### src/rtl/xosera_bus_ctrl_if.sv
// xosera_bus_ctrl_if: host bus pins and register-file port of the bus controller
interface xosera_bus_ctrl_if;
    logic       bus_cs_n_i;
    logic       bus_rd_nwr_i;
    logic       bus_bytesel_i;
    logic [3:0] bus_reg_num_i;
    logic [7:0] bus_data_i;
    logic [7:0] bus_data_o;
    logic       bus_out_ena_o;
    logic       bus_dtack_o;
    logic       reg_wr_o;
    logic       reg_rd_o;
    logic [3:0] reg_num_o;
    logic       reg_bytesel_o;
    logic [7:0] reg_data_o;
    logic [7:0] reg_rd_data_i;
    logic       reg_rd_ack_i;
    logic       rd_timeout_o;
    modport slave (
        input  bus_cs_n_i, bus_rd_nwr_i, bus_bytesel_i, bus_reg_num_i, bus_data_i,
        input  reg_rd_data_i, reg_rd_ack_i,
        output bus_data_o, bus_out_ena_o, bus_dtack_o, reg_wr_o, reg_rd_o,
        output reg_num_o, reg_bytesel_o, reg_data_o, rd_timeout_o
    );
    modport master (
        output bus_cs_n_i, bus_rd_nwr_i, bus_bytesel_i, bus_reg_num_i, bus_data_i,
        output reg_rd_data_i, reg_rd_ack_i,
        input  bus_data_o, bus_out_ena_o, bus_dtack_o, reg_wr_o, reg_rd_o,
        input  reg_num_o, reg_bytesel_o, reg_data_o, rd_timeout_o
    );
endinterface

### src/rtl/xosera_bus_ctrl.sv
// xosera_bus_ctrl: sequences one asynchronous m68k bus cycle into register strobes and DTACK
module xosera_bus_ctrl #(
    parameter int SYNC_STAGES = 2,
    parameter int RD_TIMEOUT  = 15
) (
    input  logic                  clk,
    input  logic                  reset_i,
    xosera_bus_ctrl_if.slave      bus
);
    localparam logic [1:0] IDLE      = 2'd0;
    localparam logic [1:0] WRITE     = 2'd1;
    localparam logic [1:0] READ_WAIT = 2'd2;
    localparam logic [1:0] ACK       = 2'd3;
    logic [SYNC_STAGES-1:0] cs_sync;
    logic       prev_cs_s;
    logic       cs_s;
    logic       cs_fall;
    logic       rd_nwr;
    logic       tmo;
    logic       rd_done;
    logic [1:0] state;
    logic [1:0] state_n;
    logic [7:0] cnt;
    assign cs_s    = cs_sync[SYNC_STAGES-1];
    assign cs_fall = prev_cs_s & ~cs_s;
    assign tmo     = cnt == 8'(RD_TIMEOUT - 1);
    // a release of CS aborts the read before ack or timeout can complete it
    assign rd_done = state == READ_WAIT && !cs_s && (bus.reg_rd_ack_i || tmo);
    always_comb begin
        state_n = state;
        if (state == IDLE && cs_fall)
            state_n = bus.bus_rd_nwr_i ? READ_WAIT : WRITE;
        else if (state == WRITE)
            state_n = ACK;
        else if (state == READ_WAIT)
            state_n = cs_s ? IDLE : rd_done ? ACK : READ_WAIT;
        else if (state == ACK && cs_s)
            state_n = IDLE;
    end
    always_ff @(posedge clk) begin
        if (reset_i) begin
            state             <= IDLE;
            cs_sync           <= '0;
            prev_cs_s         <= 1'b0;
            rd_nwr            <= 1'b0;
            cnt               <= 8'd0;
            bus.bus_data_o    <= 8'd0;
            bus.bus_out_ena_o <= 1'b0;
            bus.bus_dtack_o   <= 1'b0;
            bus.reg_wr_o      <= 1'b0;
            bus.reg_rd_o      <= 1'b0;
            bus.reg_num_o     <= 4'd0;
            bus.reg_bytesel_o <= 1'b0;
            bus.reg_data_o    <= 8'd0;
            bus.rd_timeout_o  <= 1'b0;
        end else begin
            state     <= state_n;
            cs_sync   <= {cs_sync[SYNC_STAGES-2:0], bus.bus_cs_n_i};
            prev_cs_s <= cs_s;
            if (state == IDLE && cs_fall) begin
                rd_nwr            <= bus.bus_rd_nwr_i;
                bus.reg_num_o     <= bus.bus_reg_num_i;
                bus.reg_bytesel_o <= bus.bus_bytesel_i;
                bus.reg_data_o    <= bus.bus_data_i;
            end
            cnt               <= state == READ_WAIT ? cnt + 8'd1 : 8'd0;
            bus.reg_wr_o      <= state_n == WRITE;
            bus.reg_rd_o      <= state_n == READ_WAIT && state != READ_WAIT;
            bus.bus_dtack_o   <= state_n == ACK;
            bus.bus_out_ena_o <= state_n == READ_WAIT || (state_n == ACK && rd_nwr);
            bus.rd_timeout_o  <= rd_done && !bus.reg_rd_ack_i;
            if (rd_done)
                bus.bus_data_o <= bus.reg_rd_ack_i ? bus.reg_rd_data_i : 8'hFF;
        end
    end
endmodule

### src/flat_wrapper.sv
// flat-port wrapper written by rule: the top's interface ports become plain ports
module xosera_bus_ctrl_flat 
#(
    parameter int SYNC_STAGES = 2,
    parameter int RD_TIMEOUT  = 15
)
  (clk, reset_i, bus_bus_cs_n_i, bus_bus_rd_nwr_i, bus_bus_bytesel_i, bus_bus_reg_num_i, bus_bus_data_i, bus_reg_rd_data_i, bus_reg_rd_ack_i, bus_bus_data_o, bus_bus_out_ena_o, bus_bus_dtack_o, bus_reg_wr_o, bus_reg_rd_o, bus_reg_num_o, bus_reg_bytesel_o, bus_reg_data_o, bus_rd_timeout_o);
  xosera_bus_ctrl_if bus_i ();
  input  logic clk;
  input  logic reset_i;
  input wire logic [$bits(bus_i.bus_cs_n_i)-1:0] bus_bus_cs_n_i;
  input wire logic [$bits(bus_i.bus_rd_nwr_i)-1:0] bus_bus_rd_nwr_i;
  input wire logic [$bits(bus_i.bus_bytesel_i)-1:0] bus_bus_bytesel_i;
  input wire logic [$bits(bus_i.bus_reg_num_i)-1:0] bus_bus_reg_num_i;
  input wire logic [$bits(bus_i.bus_data_i)-1:0] bus_bus_data_i;
  input wire logic [$bits(bus_i.reg_rd_data_i)-1:0] bus_reg_rd_data_i;
  input wire logic [$bits(bus_i.reg_rd_ack_i)-1:0] bus_reg_rd_ack_i;
  output wire logic [$bits(bus_i.bus_data_o)-1:0] bus_bus_data_o;
  output wire logic [$bits(bus_i.bus_out_ena_o)-1:0] bus_bus_out_ena_o;
  output wire logic [$bits(bus_i.bus_dtack_o)-1:0] bus_bus_dtack_o;
  output wire logic [$bits(bus_i.reg_wr_o)-1:0] bus_reg_wr_o;
  output wire logic [$bits(bus_i.reg_rd_o)-1:0] bus_reg_rd_o;
  output wire logic [$bits(bus_i.reg_num_o)-1:0] bus_reg_num_o;
  output wire logic [$bits(bus_i.reg_bytesel_o)-1:0] bus_reg_bytesel_o;
  output wire logic [$bits(bus_i.reg_data_o)-1:0] bus_reg_data_o;
  output wire logic [$bits(bus_i.rd_timeout_o)-1:0] bus_rd_timeout_o;
  assign bus_i.bus_cs_n_i = bus_bus_cs_n_i;
  assign bus_i.bus_rd_nwr_i = bus_bus_rd_nwr_i;
  assign bus_i.bus_bytesel_i = bus_bus_bytesel_i;
  assign bus_i.bus_reg_num_i = bus_bus_reg_num_i;
  assign bus_i.bus_data_i = bus_bus_data_i;
  assign bus_i.reg_rd_data_i = bus_reg_rd_data_i;
  assign bus_i.reg_rd_ack_i = bus_reg_rd_ack_i;
  assign bus_bus_data_o = bus_i.bus_data_o;
  assign bus_bus_out_ena_o = bus_i.bus_out_ena_o;
  assign bus_bus_dtack_o = bus_i.bus_dtack_o;
  assign bus_reg_wr_o = bus_i.reg_wr_o;
  assign bus_reg_rd_o = bus_i.reg_rd_o;
  assign bus_reg_num_o = bus_i.reg_num_o;
  assign bus_reg_bytesel_o = bus_i.reg_bytesel_o;
  assign bus_reg_data_o = bus_i.reg_data_o;
  assign bus_rd_timeout_o = bus_i.rd_timeout_o;
  xosera_bus_ctrl #(.SYNC_STAGES(SYNC_STAGES), .RD_TIMEOUT(RD_TIMEOUT)) u_core (.clk(clk), .reset_i(reset_i), .bus(bus_i));
endmodule
### config.mk
export PLATFORM = sky130hd
export DESIGN_NAME = xosera_bus_ctrl_flat
export DESIGN_NICKNAME = d
export VERILOG_FILES = /design/src/rtl/xosera_bus_ctrl_if.sv /design/src/rtl/xosera_bus_ctrl.sv /design/src/flat_wrapper.sv
export SDC_FILE = /design/constraint.sdc
export NUM_CORES = 1
export LEC_CHECK = 0
export ABC_AREA = 1
export BUFFER_PORTS_ARGS = -buffer_cell sky130_fd_sc_hd__buf_4
export CORE_ASPECT_RATIO = 0.5
export CORE_MARGIN = 2
export CORE_UTILIZATION = 52
export CTS_BUF_LIST = sky130_fd_sc_hd__clkbuf_8 sky130_fd_sc_hd__clkbuf_16
export CTS_CLUSTER_DIAMETER = 200
export DETAILED_ROUTE_END_ITERATION = 8
export PLACE_DENSITY = 0.85
export SLEW_MARGIN = 20
export SYNTH_ARGS = -nofsm -noshare
export SYNTH_HDL_FRONTEND = slang
export SYNTH_SLANG_ARGS = --single-unit
### constraint.sdc
create_clock -name clk -period 3.7 [get_ports clk]
set_clock_uncertainty 0.2 [all_clocks]
set_input_delay 0.37 -clock clk [delete_from_list [all_inputs] [get_ports clk]]
set_output_delay 0.37 -clock clk [all_outputs]
set_load 0.005 [all_outputs]
# Word-level counts from Yosys, hierarchy flattened
# Index checks and enable logic that the tools add are counted.
dict set report classes {
  muxes 8
  n_bitwise 3
  n_reduce_logical 13
  addsub 1
  eq_ne 8
}
# operator count
set op_table {}
lappend op_table {{$mux 2} 6}
lappend op_table {{$add 8x1->8 const B} 1}
lappend op_table {{$eq 2x2->1 const B} 4}
lappend op_table {{$eq 8x4->1 const B} 1}
lappend op_table {{$mux 8} 1}
lappend op_table {{$logic_and 1x1->1} 7}
lappend op_table {{$eq 2x1->1 const B} 2}
lappend op_table {{$logic_not 1->1} 2}
lappend op_table {{$logic_not 2->1} 1}
lappend op_table {{$logic_or 1x1->1} 2}
lappend op_table {{$ne 2x2->1 const B} 1}
lappend op_table {{$not 1->1} 2}
lappend op_table {{$reduce_or 2->1} 1}
lappend op_table {{$and 1x1->1} 1}
lappend op_table {{$mux 1} 1}
dict set report word_totals {
  ff_bits 40
  output_inout_bits 26
  in_bits 26
}

# Logic depth before layout (Yosys ltp)
dict set report logic_depth {
  ltp_word 11
  depth_mapped 10
}

# Worst setup path after synthesis
# Ideal clock, no wire load.
dict set report synth_path {
  path_kind {register to register}
  startpoint {register u_core.cnt[0]}
  endpoint {register u_core.bus.bus_data_o[7]}
  path_stages_with_launch 11
  path_buffers 1
  required_ns 3.387
  setup_slack_ns 2.229
  arrival_ns 1.158
  path_cell_list {dfxtp_1 -> inv_1 -> ha_1 -> nand3_1 -> o21bai_2 -> nand2_2 -> inv_4 -> buf_6 -> nand2_1 -> nand2_1 -> nor2_1}
}
dict set report synth_between {
  elab_chain_cells 3
}
# element line_no
set synth_rtl {}
lappend synth_rtl {{start, declared} xosera_bus_ctrl.sv:23} ;# logic [7:0] cnt;
lappend synth_rtl {{start signal, assigned} xosera_bus_ctrl.sv:66} ;# cnt <= state == READ_WAIT ? cnt + 8'd1 : 8'd0;
lappend synth_rtl {{$eq 8x4->1} xosera_bus_ctrl.sv:26} ;# assign tmo = cnt == 8'(RD_TIMEOUT - 1);
lappend synth_rtl {{$logic_or 1x1->1} xosera_bus_ctrl.sv:28} ;# assign rd_done = state == READ_WAIT && !cs_s && (bus.reg_rd_ack_i || tmo);
lappend synth_rtl {{$logic_and 1x1->1} xosera_bus_ctrl.sv:28}
lappend synth_rtl {{end signal, assigned} xosera_bus_ctrl.sv:73} ;# bus.bus_data_o <= bus.reg_rd_ack_i ? bus.reg_rd_data_i : 8'hFF;
lappend synth_rtl {{end, declared} xosera_bus_ctrl_if.sv:22} ;# output bus_data_o, bus_out_ena_o, bus_dtack_o, reg_wr_o, reg_rd_o,
# No other way between the ends.
# A chain may end at the register's enable or synchronous reset.

# Worst setup path after layout
dict set report layout_path {
  startpoint {register u_core.state[0]}
  endpoint {register u_core.bus.bus_out_ena_o}
}
dict set report layout_between {
  elab_chain_cells 11
  elab_cells_between_ends 18
}
# element line_no
set layout_rtl {}
lappend layout_rtl {{start, declared} xosera_bus_ctrl.sv:21} ;# logic [1:0] state;
lappend layout_rtl {{start signal, assigned} xosera_bus_ctrl.sv:57} ;# state <= state_n;
lappend layout_rtl {{$eq 2x2->1} {xosera_bus_ctrl.sv:28, xosera_bus_ctrl.sv:35}}
lappend layout_rtl {{$logic_and 1x1->1 (2 in a row)} xosera_bus_ctrl.sv:28}
lappend layout_rtl {{$mux 1} xosera_bus_ctrl.sv:36} ;# state_n = cs_s ? IDLE : rd_done ? ACK : READ_WAIT;
lappend layout_rtl {{$mux 2} xosera_bus_ctrl.sv:36}
lappend layout_rtl {{$mux 2} xosera_bus_ctrl.sv:35} ;# else if (state == READ_WAIT)
lappend layout_rtl {{$mux 2} xosera_bus_ctrl.sv:33} ;# else if (state == WRITE)
lappend layout_rtl {{$mux 2 (*)} xosera_bus_ctrl.sv:31} ;# if (state == IDLE && cs_fall)
lappend layout_rtl {{$eq 2x2->1} xosera_bus_ctrl.sv:70} ;# bus.bus_out_ena_o <= state_n == READ_WAIT || (state_n == ACK && rd_nwr);
lappend layout_rtl {{$logic_and 1x1->1} xosera_bus_ctrl.sv:70}
lappend layout_rtl {{$logic_or 1x1->1 (*)} xosera_bus_ctrl.sv:70}
lappend layout_rtl {{end signal, assigned} xosera_bus_ctrl.sv:70}
lappend layout_rtl {{end, declared} xosera_bus_ctrl_if.sv:22}
# Mark *: on every way between the ends. The rest lies on a longest branch, timed or not.

==> flow_summary.json <==
{
  "row_count": 13,
  "slew_viol_final": 0,
  "cts_post_setup_buffers_inserted": 0,
  "rsz0062_at_grt": "false",
  "clkSlewWorstSetupHoldPaths_ps": 70,
  "first_global_vias": 1246,
  "crit_required_ps": 3740,
  "ant_nets": 0,
  "power.density_nw_per_um2": 434,
  "finalPower_mw": 0.878,
  "hp-start": "bus_bus_cs_n_i",
  "cts_tree": "built",
  "placement.io_buffers": 51,
  "total_of_flip_flops_plus_latches_after_synthesis": 40,
  "vias_per_cell": 4.86,
  "io_pins": 52,
  "start_util": 0.566,
  "arrival_ps": 1760,
  "rr_startpoint": "u_core.state[0]$_SDFF_PP0_",
  "post_cts_hold_buffers": 0,
  "worst-path-max-fanout": 16,
  "timing.setup.tns_ps": 0,
  "critical_path.startpoint_type": "flop",
  "asyncSetResetFlopFracSynth": 0,
  "drc": 0,
  "layout.nets": 281,
  "track_usage": 0.217,
  "drt-pass1-iter-count": 4,
  "clk-insertion-delay-late_ps": 300,
  "category_of_the_critical_setup_timing_path": "reg -> reg",
  "critical_path.endpoint_type": "flop",
  "tritoncts.num_buffers": 5,
  "worstHoldPathCells": 3,
  "synth.most_common_cell": "sky130_fd_sc_hd__nor2_1",
  "grt_first_pass_wirelength_um": 5480,
  "dieWidth_um": 80.5,
  "synth_cells": 201,
  "power_leakage_nw": 0.932,
  "setup_viol": 0,
  "worst_hold_slack_ps": 75.5,
  "outcome": "finished clean",
  "layout-drive-gt1-share": 0.268,
  "initial_antenna_violation_count": 0,
  "synthDominantCellAreaShare": 0.527,
  "cts-root-buf": "sky130_fd_sc_hd__clkbuf_8",
  "synth_area_leaders": "sky130_fd_sc_hd__dfxtp_1 53%, sky130_fd_sc_hd__nor2_1 16%, sky130_fd_sc_hd__nand2_1 7.2%",
  "max_freq_mhz": 581,
  "hold_end": "u_core.cs_sync[0]$_SDFF_PP0_",
  "min_path_type": "in -> reg",
  "syn_area_um2": 1520,
  "fp.dieArea_um2": 3400,
  "final_hold_viol_count": 0,
  "max_cap_viol_count": 0,
  "clock_sinks": 40,
  "gp_routability_congestion": 0.732,
  "routed_wl_um": 3340,
  "detail_route.iter0.violations": 40,
  "synth_area_per_cell_um2": 7.56,
  "timing_worst_slew_pin_value_ps": 598,
  "grt_max_degree": 24,
  "clock_path_buffers": 2,
  "antennaDiodeCount": 0,
  "cts.htree.levels": 2,
  "routed_wl_per_cell_um": 11.5,
  "netlist_top_cells_count": "65 x sky130_fd_sc_hd__nor2_1, 40 x sky130_fd_sc_hd__dfxtp_1, 29 x sky130_fd_sc_hd__nand2_1",
  "flow.area_growth_from_synthesis_pct": 33.1,
  "synth.yosys.seq_area_share": 0.527,
  "min_period_over_period": 0.465,
  "place_hpwl_um": 2310,
  "die_height_um": 42.2,
  "synth_top_cell_by_area": "sky130_fd_sc_hd__dfxtp_1",
  "worst_r2r_endpoint": "u_core.bus.bus_out_ena_o$_SDFF_PP0_",
  "ys_dominant_reg_cell": "sky130_fd_sc_hd__dfxtp_1",
  "rrSetupSlack_ps": 1980,
  "route.vias.total": 1413,
  "synth.distinct_cells": 28,
  "synth_edf_count": 0,
  "slew_headroom": 0.601,
  "globalRoute.totalOverflow": 0,
  "syn-num-nets": 229,
  "max-vdd-ir-drop_v": 0.000313,
  "synthesis.yosys.warnings": 0,
  "timing.reg2reg.worst_path_depth": 7,
  "placeableCoreArea_um2": 2680,
  "min_tclk_post_route_ps": 1720,
  "cts-resized-gates": 0
}
-- metrics by stage --
step | area (um^2) | util | setup slack (ps) | instances
floorplan | 1520 | - | 2230 | 201
global placement | 1920 | 0.714 | 2080 | 283
detailed placement | 1920 | 0.714 | 1990 | 283
CTS | 2020 | 0.754 | 1970 | 291
global route | 2020 | 0.754 | 1750 | 291
finish | 2020 | 0.754 | 1980 | 291
-- sequential cells by signal (all words and copies together), names as in the netlist, 2 cells and up --
signal and cells:
u_core.bus.bus_data_o 8, u_core.bus.reg_data_o 8, u_core.cnt 8, u_core.bus.reg_num_o 4
u_core.cs_sync 2, u_core.state 2
-- worst max-delay path, stage by stage, from the launching register on --
cell and delay [ps]:
sky130_fd_sc_hd__dfxtp_1 350, sky130_fd_sc_hd__nor2_1 140, sky130_fd_sc_hd__nand2_1 280, sky130_fd_sc_hd__inv_2 300, sky130_fd_sc_hd__nand2_1 130, sky130_fd_sc_hd__nand2_1 80
sky130_fd_sc_hd__nand2_1 60, sky130_fd_sc_hd__a21oi_1 130
-- logic make-up (layout without fill, tap and decap cells) --
family	after synthesis	after routing	synth area share
compound gates	25	25	0.0905
xor+xnor	1	1	0.00576
fa+ha+maj	2	2	0.0165
buf+inv	25	78	0.0708
flops	40	40	0.527
simple gates	108	108	0.290
-- report_power, final --
group          leakage (nW)  internal, mW  total, mW  switching (mW)
Combinational         0.549        0.0417     0.0774          0.0357
Sequential            0.324         0.443      0.449         0.00688
Clock                0.0593         0.197      0.351           0.154
Total                 0.932         0.682      0.878           0.196
-- routing by layer --
layer / vias to the layer above / global-route usage / wire length, um
met5: - / 0 / 0
met4: 0 / 0.136 / 140
met3: 16 / 0.0862 / 201
met2: 39 / 0.335 / 1610
met1: 634 / 0.252 / 1390
li1: 724 / - / -
-- worst max-delay path by stage --
stage / endpoint / start / cells past startpoint / slack [ps]
floorplan: u_core.bus.bus_data_o[7]$_SDFFE_PP0N_ / u_core.cnt[0]$_SDFF_PP0_ / 10 / 2230
CTS: u_core.bus.bus_out_ena_o$_SDFF_PP0_ / u_core.state[0]$_SDFF_PP0_ / 7 / 1970
finish: u_core.bus.bus_out_ena_o$_SDFF_PP0_ / u_core.state[0]$_SDFF_PP0_ / 7 / 1980
detailed placement: u_core.bus.bus_out_ena_o$_SDFF_PP0_ / u_core.state[0]$_SDFF_PP0_ / 7 / 1990
global placement: u_core.bus.bus_out_ena_o$_SDFF_PP0_ / u_core.state[0]$_SDFF_PP0_ / 7 / 2080
global route: u_core.bus.bus_out_ena_o$_SDFF_PP0_ / u_core.state[0]$_SDFF_PP0_ / 7 / 1750
-- area by class of cell --
cell class                 instances  area (um^2)
clock buffer                       5         68.8
clock inverter                     3         38.8
fill                             203          661
inverter                          19         73.8
multi-input combinational        136          612
sequential                        40          801
tap                               37         46.3
timing repair buffer              51          383
-- cells in the final DEF, fill, tap and decap left out --
cell type / instances
sky130_fd_sc_hd__or2_2: 1
sky130_fd_sc_hd__ha_1: 2
sky130_fd_sc_hd__o21bai_1: 2
sky130_fd_sc_hd__nand4_1: 1
sky130_fd_sc_hd__clkbuf_8: 5
sky130_fd_sc_hd__a31oi_1: 1
sky130_fd_sc_hd__o21ai_1: 1
sky130_fd_sc_hd__inv_4: 1
sky130_fd_sc_hd__bufinv_16: 1
sky130_fd_sc_hd__dfxtp_1: 40
sky130_fd_sc_hd__nor4_1: 1
sky130_fd_sc_hd__nand2_1: 29
sky130_fd_sc_hd__clkinv_1: 1
sky130_fd_sc_hd__nand2_2: 1
sky130_fd_sc_hd__o21bai_2: 1
sky130_fd_sc_hd__a21oi_1: 6
sky130_fd_sc_hd__clkinv_2: 1
sky130_fd_sc_hd__nor2_1: 65
sky130_fd_sc_hd__o21ai_0: 14
sky130_fd_sc_hd__or2_1: 1
sky130_fd_sc_hd__nor2_2: 1
sky130_fd_sc_hd__inv_1: 15
sky130_fd_sc_hd__xnor2_1: 1
sky130_fd_sc_hd__buf_4: 51
sky130_fd_sc_hd__nand3_1: 4
sky130_fd_sc_hd__inv_2: 3
sky130_fd_sc_hd__or2_4: 1
sky130_fd_sc_hd__nor3_1: 2
sky130_fd_sc_hd__nor2_4: 1
Note: power is estimated with default switching activity, not from simulation.
